## config.mk

```make
export PLATFORM = sky130hd
export DESIGN_NAME = secded_monitor_top
export DESIGN_NICKNAME = d
export VERILOG_FILES = /design/src/rtl/secded_monitor_top.sv
export SDC_FILE = /design/constraint.sdc
export NUM_CORES = 1
export LEC_CHECK = 0
export BUFFER_PORTS_ARGS = -buffer_cell sky130_fd_sc_hd__clkbuf_2
export CORE_ASPECT_RATIO = 0.5
export CORE_MARGIN = 8
export CORE_UTILIZATION = 35
export CTS_BUF_LIST = sky130_fd_sc_hd__clkbuf_4 sky130_fd_sc_hd__clkbuf_8
export CTS_CLUSTER_SIZE = 24
export DETAILED_ROUTE_END_ITERATION = 12
export PLACE_DENSITY_LB_ADDON = 0.25
export SLEW_MARGIN = 20
export SYNTH_ARGS = -nofsm -noshare
export SYNTH_HDL_FRONTEND = slang
export SYNTH_SLANG_ARGS = --single-unit
```

## constraint.sdc

```tcl
create_clock -name clk -period 5.55 [get_ports clk]
set_input_delay 0.8325 -clock clk [delete_from_list [all_inputs] [get_ports clk]]
set_output_delay 0.8325 -clock clk [all_outputs]
set_load 0.1 [all_outputs]
```

## src/rtl/secded_monitor_top.sv

```systemverilog
// Hamming SECDED receive monitor: strobe-captured decode, saturating SEC/DED counters, scanned 7-seg readout.
// Optional SECDED_DEBOUNCE_EN adds a DEB_CYCLES stability filter on the synchronised strobe.
`timescale 1ns/1ps
module secded_monitor_top #(
  parameter int DATA_W      = 4,
  parameter int N_DIGITS    = 4,
  parameter int CNT_W       = 16,
  parameter int REFRESH_DIV = 50000,
  parameter int DEB_CYCLES  = 500000,
  localparam int P_W        = (DATA_W <= 4) ? 3 : (DATA_W <= 11) ? 4 : 5,
  localparam int CODE_W     = DATA_W + P_W + 1
) (
  input  logic                clk,
  input  logic                rst,
  input  logic [DATA_W-1:0]   data_i,
  input  logic [CODE_W-1:0]   code_rx_i,
  input  logic                sample_i,
  input  logic                clr_cnt_i,
  input  logic [1:0]          mode_i,
  output logic [6:0]          seg,
  output logic [N_DIGITS-1:0] an,
  output logic [DATA_W-1:0]   led_out,
  output logic                led_sec,
  output logic                led_ded,
  output logic                led_mismatch
);

  localparam int IDX_W = (N_DIGITS > 1) ? $clog2(N_DIGITS) : 1;
  localparam int REF_W = (REFRESH_DIV > 1) ? $clog2(REFRESH_DIV) : 1;
  localparam int NIB_W = 4 * N_DIGITS;

  // j-th data bit lives at the j-th non-power-of-two position (3,5,6,7,9,...)
  function automatic int dpos(input int j);
    int k;
    int r;
    k = 0;
    r = 0;
    for (int i = 3; i < 64; i++) begin
      if ((i & (i - 1)) != 0) begin
        if (k == j) r = i;
        k++;
      end
    end
    return r;
  endfunction

  function automatic logic [6:0] hex7(input logic [3:0] n);
    case (n)
      4'h0: hex7 = 7'h40;  4'h1: hex7 = 7'h79;  4'h2: hex7 = 7'h24;  4'h3: hex7 = 7'h30;
      4'h4: hex7 = 7'h19;  4'h5: hex7 = 7'h12;  4'h6: hex7 = 7'h02;  4'h7: hex7 = 7'h78;
      4'h8: hex7 = 7'h00;  4'h9: hex7 = 7'h10;  4'hA: hex7 = 7'h08;  4'hB: hex7 = 7'h03;
      4'hC: hex7 = 7'h46;  4'hD: hex7 = 7'h21;  4'hE: hex7 = 7'h06;  default: hex7 = 7'h0E;
    endcase
  endfunction

  logic r_s1, r_s2, r_prev;
  logic [1:0] r_m1, r_m2;
  logic w_lvl, w_rise;

  always_ff @(posedge clk) begin
    if (rst) begin
      r_s1   <= 1'b0;
      r_s2   <= 1'b0;
      r_prev <= 1'b0;
      r_m1   <= 2'd0;
      r_m2   <= 2'd0;
    end else begin
      r_s1   <= sample_i;
      r_s2   <= r_s1;
      r_prev <= w_lvl;
      r_m1   <= mode_i;
      r_m2   <= r_m1;
    end
  end

`ifdef SECDED_DEBOUNCE_EN
  localparam int DEB_W = (DEB_CYCLES > 1) ? $clog2(DEB_CYCLES + 1) : 1;
  logic [DEB_W-1:0] r_deb_cnt;
  logic             r_deb;

  always_ff @(posedge clk) begin
    if (rst) begin
      r_deb_cnt <= '0;
      r_deb     <= 1'b0;
    end else if (r_s2 == r_deb) begin
      r_deb_cnt <= '0;
    end else if (r_deb_cnt == DEB_W'(DEB_CYCLES - 1)) begin
      r_deb_cnt <= '0;
      r_deb     <= r_s2;
    end else begin
      r_deb_cnt <= r_deb_cnt + 1'b1;
    end
  end

  assign w_lvl = r_deb;
`else
  assign w_lvl = r_s2;
`endif

  assign w_rise = w_lvl & ~r_prev;

  logic [P_W-1:0]    w_syn;
  logic              w_pg, w_single, w_double;
  logic [CODE_W-1:0] w_fix;
  logic [DATA_W-1:0] w_dec;

  always_comb begin
    w_syn = '0;
    w_pg  = ^code_rx_i;
    for (int i = 1; i < CODE_W; i++) begin
      if (code_rx_i[i]) w_syn = w_syn ^ P_W'(i);
    end
    w_single = w_pg && (32'(w_syn) < 32'(CODE_W));
    w_double = (!w_pg && (w_syn != '0)) || (w_pg && !w_single);
    w_fix = code_rx_i;
    for (int i = 0; i < CODE_W; i++) begin
      if (w_single && (32'(w_syn) == 32'(i))) w_fix[i] = ~code_rx_i[i];
    end
    w_dec = '0;
    for (int j = 0; j < DATA_W; j++) begin
      w_dec[j] = w_fix[dpos(j)];
    end
  end

  logic [DATA_W-1:0] r_led_out;
  logic              r_sec, r_ded, r_mis, r_valid;
  logic [P_W-1:0]    r_syn;
  logic [CNT_W-1:0]  r_sec_cnt, r_ded_cnt;

  always_ff @(posedge clk) begin
    if (rst) begin
      r_led_out <= '0;
      r_sec     <= 1'b0;
      r_ded     <= 1'b0;
      r_mis     <= 1'b0;
      r_valid   <= 1'b0;
      r_syn     <= '0;
      r_sec_cnt <= '0;
      r_ded_cnt <= '0;
    end else begin
      if (w_rise) begin
        r_led_out <= w_dec;
        r_sec     <= w_single;
        r_ded     <= w_double;
        r_mis     <= (w_dec != data_i);
        r_syn     <= w_syn;
        r_valid   <= 1'b1;
      end
      // a clear wins over a same-cycle event, which is then lost
      if (clr_cnt_i) begin
        r_sec_cnt <= '0;
        r_ded_cnt <= '0;
      end else if (w_rise) begin
        if (w_single && (r_sec_cnt != '1)) r_sec_cnt <= r_sec_cnt + 1'b1;
        if (w_double && (r_ded_cnt != '1)) r_ded_cnt <= r_ded_cnt + 1'b1;
      end
    end
  end

  logic [REF_W-1:0] r_ref;
  logic [IDX_W-1:0] r_idx, w_idx_nxt;
  logic [1:0]       r_mode, w_mode_nxt;
  logic             w_wrap;
  logic [6:0]       r_seg;
  logic [N_DIGITS-1:0] r_an;

  assign w_wrap     = (r_ref == REF_W'(REFRESH_DIV - 1));
  assign w_mode_nxt = w_wrap ? r_m2 : r_mode;
  assign w_idx_nxt  = !w_wrap ? r_idx :
                      (r_idx == IDX_W'(N_DIGITS - 1)) ? '0 : r_idx + 1'b1;

  logic [NIB_W-1:0] w_dat_ext, w_sec_ext, w_ded_ext;
  logic [7:0]       w_syn_ext;
  logic [3:0]       w_nib, w_stat;
  logic             w_blank, w_dash;

  always_comb begin
    w_dat_ext = '0;
    w_dat_ext[DATA_W-1:0] = r_led_out;
    w_sec_ext = '0;
    w_sec_ext[CNT_W-1:0] = r_sec_cnt;
    w_ded_ext = '0;
    w_ded_ext[CNT_W-1:0] = r_ded_cnt;
    w_syn_ext = '0;
    w_syn_ext[P_W-1:0] = r_syn;
    w_stat  = r_ded ? 4'hD : (r_sec ? 4'h5 : 4'h0);
    w_nib   = 4'h0;
    w_blank = 1'b0;
    w_dash  = 1'b0;
    case (w_mode_nxt)
      2'd0: begin
        if (32'(w_idx_nxt) >= 32'((DATA_W + 3) / 4)) w_blank = 1'b1;
        else if (!r_valid) w_dash = 1'b1;
        else w_nib = w_dat_ext[32'(w_idx_nxt) * 4 +: 4];
      end
      2'd1: begin
        if (32'(w_idx_nxt) > 32'd2) w_blank = 1'b1;
        else if (!r_valid) w_dash = 1'b1;
        else if (w_idx_nxt == IDX_W'(0)) w_nib = w_syn_ext[3:0];
        else if (w_idx_nxt == IDX_W'(1)) w_nib = w_syn_ext[7:4];
        else w_nib = w_stat;
      end
      2'd2:    w_nib = w_sec_ext[32'(w_idx_nxt) * 4 +: 4];
      default: w_nib = w_ded_ext[32'(w_idx_nxt) * 4 +: 4];
    endcase
  end

  // seg/an are computed from the slot being entered so they switch together
  always_ff @(posedge clk) begin
    if (rst) begin
      r_ref  <= '0;
      r_idx  <= '0;
      r_mode <= 2'd0;
      r_seg  <= 7'h7F;
      r_an   <= '1;
    end else begin
      r_ref  <= w_wrap ? '0 : r_ref + 1'b1;
      r_idx  <= w_idx_nxt;
      r_mode <= w_mode_nxt;
      r_seg  <= w_blank ? 7'h7F : (w_dash ? 7'h3F : hex7(w_nib));
      r_an   <= ~(N_DIGITS'(1) << w_idx_nxt);
    end
  end

  assign seg          = r_seg;
  assign an           = r_an;
  assign led_out      = r_led_out;
  assign led_sec      = r_sec;
  assign led_ded      = r_ded;
  assign led_mismatch = r_mis;

endmodule

```

==> impl_table.tex <==
\begin{tabular}{lr}
\hline
Metric & Value \\
\hline
\multicolumn{2}{l}{\textbf{STA}} \\
\quad Highest attainable clock frequency & around 0.24 GHz \\
\quad Final Cycle Share & between 70 and 80\% \\
\quad Unrepaired setup endpoints after global routing & no \\
\quad Final setup TNS & 0 ns \\
\quad Final clock skew & 0.00379 ns \\
\quad Worst path setup slack after routing & between 1 and 1.5 ns \\
\quad Number of hold violations in the final report & 0 \\
\quad Worst max-slew margin expressed relative to the limit & 56.9\% \\
\quad Final setup fails & 0 \\
\quad Tightest Pin Transition & $\sim$0.64 ns \\
\quad Fin. max-slew vios & 0 \\
\quad Min Tclk post-route & between 4 and 5 ns \\
\multicolumn{2}{l}{\textbf{Detailed routing}} \\
\quad Met1 Routed Length & between 5 and 6 mm \\
\quad DRC & 0 \\
\quad Post-DR wirelength/cell & 14.1 um \\
\quad Total routed wirelength & approximately 9.7 mm \\
\quad First-pass iteration count of the detailed router & 5 \\
\quad Residual antenna-violating net count after detailed routing & 0 \\
\quad Highest routed layer & met4 \\
\quad Post-detailed-route via-to-cell ratio & 5.06 \\
\quad Via count of the routed design & 3,469 \\
\quad Detailed-routed wire length on met2 & about 4.2 mm \\
\quad Count of routing violations after the opening detailed-route iteration & approximately 250 \\
\quad Met3 wire len & $\sim$360 um \\
\multicolumn{2}{l}{\textbf{Synth}} \\
\quad Main synth FF type & dfxtp\_1 \\
\quad Average cell area after synthesis & between 8 and 9 um2 \\
\quad Nets in the synthesized netlist & between 500 and 600 \\
\quad Cells taking the most area after synthesis & dfxtp\_1 39\%, xnor2\_1 7.9\%, nor2\_1 6.9\% \\
\quad Synth area leader & dfxtp\_1 \\
\quad Number of synthesized flops with an enable pin & 0 \\
\quad Seq/Total Area, Yosys & between 30\% and 40\% \\
\quad Number of warnings printed during yosys synthesis & 0 \\
\quad Most instantiated library cell after synthesis & dfxtp\_1 \\
\quad Post-synth top area share & 38.5\% \\
\quad Count of unique library cells instantiated by Yosys & 63 \\
\quad Cell Area, Synth & between 4000 and 5000 um2 \\
\quad Leading post-synthesis cells by instance count & 81 x dfxtp\_1, 77 x nor2\_1, 38 x xnor2\_1 \\
\quad Async set-reset flop share out of synthesis & 0\% \\
\quad Synthesized instance count & slightly below 500 \\
\quad Register bit count reported by yosys & 81 \\
\multicolumn{2}{l}{\textbf{Worst setup path}} \\
\quad Critical path's largest stage delay & about 0.6 ns \\
\quad Worst EP required & around 5.8 ns \\
\quad Category of the worst setup path launch point & flip-flop \\
\quad Critical setup path kind & reg2reg \\
\quad Critical Path Sink Type & flip-flop \\
\quad Cell with the biggest individual delay on the critical path & or4\_4 \\
\quad Arrival time reported for the critical path endpoint & 4.37 ns \\
\quad Worst-path maximum fanout & 11 \\
\quad Cells traversed along the worst timing path & or4\_4 -> or4\_1 -> o21ai\_2 -> mux2i\_1 -> mux2i\_1 -> a211oi\_1 -> inv\_1 -> ha\_1 -> inv\_1 -> nor3\_1 -> a211o\_1 -> a311o\_1 \\
\multicolumn{2}{l}{\textbf{Floorplanning}} \\
\quad Total die area & 16,000 um2 \\
\quad Core Region & 11,800 um2 \\
\quad Die Height & about 94 um \\
\quad Effective utilization at floorplan & between 30\% and 40\% \\
\quad Number of placement rows & 28 \\
\quad Number of placed I/O pins & 36 \\
\quad Die X-Extent & $\sim$170 um \\
\multicolumn{2}{l}{\textbf{Power and ir drop}} \\
\quad Internal power & around 0.00086 W \\
\quad Net load switching power & around 0.00031 W \\
\quad Power Density & between 200 and 250 nW/um2 \\
\quad Leakage power & 1.62 nW \\
\quad Largest voltage drop on the vdd net & about 0.086 mV \\
\quad Proportion of power drawn by the clock network & a little under two fifths \\
\quad Share of power burned in combinational logic & between 10\% and 20\% \\
\quad Power share of the sequential group & about half \\
\quad Proportion of total power due to net switching & a little over a quarter \\
\multicolumn{2}{l}{\textbf{Clock tree}} \\
\quad H-tree depth & 3 \\
\quad Clock buffer depth & 2 \\
\quad Number of buffers inserted by post-CTS setup repair & 0 \\
\quad Clk sink count & 81 \\
\quad CTS Buf Count & 9 \\
\quad Clock insertion delay at the later pin of the skew report & approximately 0.35 ns \\
\quad Clock root buffer master & clkbuf\_8 \\
\quad Count of cells resized by post-cts repair & 0 \\
\quad Clock slew at the register clock pins of the worst setup and hold paths & approximately 0.080 ns \\
\quad TritonCTS clock tree & yes \\
\quad Hold Buf Count CTS & 0 \\
\multicolumn{2}{l}{\textbf{Final layout}} \\
\quad Register area & about 1600 um2 \\
\quad Count of nets after finishing & 543 \\
\quad Area Growth Syn to Fin & 12.6\% \\
\quad Final design instance area without fill & 4730 um2 \\
\quad Final standard cell count with taps included and fillers excluded & slightly below 700 \\
\quad Antenna Cells & 0 \\
\quad Fraction of layout cells with a size suffix above 1 & 13.8\% \\
\quad Multi-input gate area & approximately 2400 um2 \\
\quad Count of filler cells inserted in the layout & around 1,200 \\
\multicolumn{2}{l}{\textbf{Global route}} \\
\quad Initial antenna violation count & 0 \\
\quad Via count of the first global-routing pass & 3,338 \\
\quad GR Util All Layers & about an eighth \\
\quad Largest net degree at the start of global routing & 33 \\
\quad Overflow left after global routing & 0 \\
\quad Wire length of the first global-routing pass & between 15 and 20 mm \\
\multicolumn{2}{l}{\textbf{Placed design}} \\
\quad Post-Place Setup Slack & roughly 1.5 ns \\
\quad Placed insts & 670 \\
\quad Placed cell areas & 4530 um2 \\
\quad DPL Wire Length & 7.36 mm \\
\quad GPL Wtd Cong & 0.858 \\
\quad Port buffer count & 35 \\
\multicolumn{2}{l}{\textbf{Run}} \\
\quad Max Cap Viol & 0 \\
\multicolumn{2}{l}{\textbf{Min path}} \\
\quad Hold/Removal Path Class & reg2reg \\
\multicolumn{2}{l}{\textbf{Run status}} \\
\quad Run status & completed \\
\hline
\end{tabular}
[placed cells by master, fill, tap and decap left out, types with 3 or more instances in the layout]
| cell type | Yosys | routed |
|---|---|---|
| dfxtp_1 | 81 | 81 |
| nor2_1 | 77 | 77 |
| xnor2_1 | 38 | 38 |
| clkbuf_2 | 0 | 35 |
| nand2_1 | 28 | 28 |
| nand3_1 | 24 | 24 |
| inv_1 | 20 | 20 |
| mux2i_1 | 18 | 18 |
| xor2_1 | 18 | 18 |
| a211oi_1 | 17 | 17 |
| or3_1 | 15 | 15 |
| a21oi_1 | 13 | 13 |
| o21ai_0 | 12 | 12 |
| nor3_1 | 11 | 11 |
| nor2b_1 | 10 | 10 |
| clkbuf_8 | 0 | 10 |
| ha_1 | 9 | 9 |
| o211ai_1 | 7 | 7 |
| nand4_1 | 6 | 6 |
| and3_1 | 6 | 6 |
| nor4_1 | 4 | 4 |
| and4_1 | 4 | 4 |
| a21o_1 | 3 | 3 |
| nor4b_1 | 3 | 3 |
| o21ai_1 | 3 | 3 |
| buf_4 | 1 | 3 |
[cells by family (layout without fill, tap and decap cells)]
| logic type | count (synthesis) | count (layout) | synth area share [%] |
|---|---|---|---|
| adders and majority gates | 10 | 10 | 2.91 |
| xor gates and xnor gates | 56 | 56 | 11.7 |
| and+or+nand+nor | 199 | 199 | 23.6 |
| buffers and inverters | 37 | 74 | 3.60 |
| AOI/OAI and AO/OA | 80 | 80 | 14.5 |
| DFF | 81 | 81 | 38.5 |
| muxes | 21 | 21 | 5.18 |
[cell type report]
class,count,share of cell area [%]
clock inverter,5,1.16
inverter,20,1.59
timing repair buffer,38,4.18
tap,165,4.36
clock buffer,11,3.07
sequential,81,34.2
multi-input combinational,366,51.4
[flip-flops by register name (all words and copies together) (netlist names), 2 cells and up]
name       count
r_ded_cnt     16
r_ref         16
r_sec_cnt     16
seg            7
an             4
led_out        4
r_syn          3
r_idx          2
r_m1           2
r_m2           2
r_mode         2
[critical path, delay by kind of cell (launching register included)]
kind | cells | cell delay [ns]
compound gates | 4 | 1.63
simple gates | 3 | 1.23
flops | 1 | 0.34
mux | 2 | 0.34
buf+inv | 2 | 0.24
fa+ha+maj | 1 | 0.24
[per-layer routing]
layer / track usage [%] / up-vias
met5: 0 / -
met4: 4.10 / 0
met3: 3.11 / 6
met2: 19.9 / 42
met1: 17.5 / 1654
li1: - / 1767
[per-stage QoR]
stage / hold WS (ns) / utilization, % / power (W)
floorplan: 0.413 / - / 0.000719
global placement: 0.418 / 38.5 / 0.000748
detailed placement: 0.428 / 38.5 / 0.000748
CTS: 0.452 / 40.2 / 0.00119
global route: 0.460 / 40.2 / 0.00122
finish: 0.445 / 40.2 / 0.00117
[power by group through the flow]
| stage | Clock [W] | Combinational, W | Sequential, W |
|---|---|---|---|
| 6_report | 0.000433 | 0.000134 | 0.000600 |
| 5_1_grt | 0.000474 | 0.000145 | 0.000602 |
| 4_1_cts | 0.000451 | 0.000135 | 0.000600 |
| 3_5_place_dp | 0 | 0.000134 | 0.000614 |
| 3_3_place_gp | 0 | 0.000134 | 0.000613 |
| 2_1_floorplan | 0 | 0.0000697 | 0.000650 |
[worst paths after layout]
check / end / slack [ns] / cells after the start / start
worst max-delay path: seg[6] / 1.42 / 12 / r_ref[10]
worst min-delay path: r_ref[0] / 0.44 / 1 / r_ref[0]
worst max register to register: seg[6] / 1.42 / 12 / r_ref[10]
worst min register to register: r_ref[0] / 0.44 / 1 / r_ref[0]
Power figures use the tool's default switching activity.
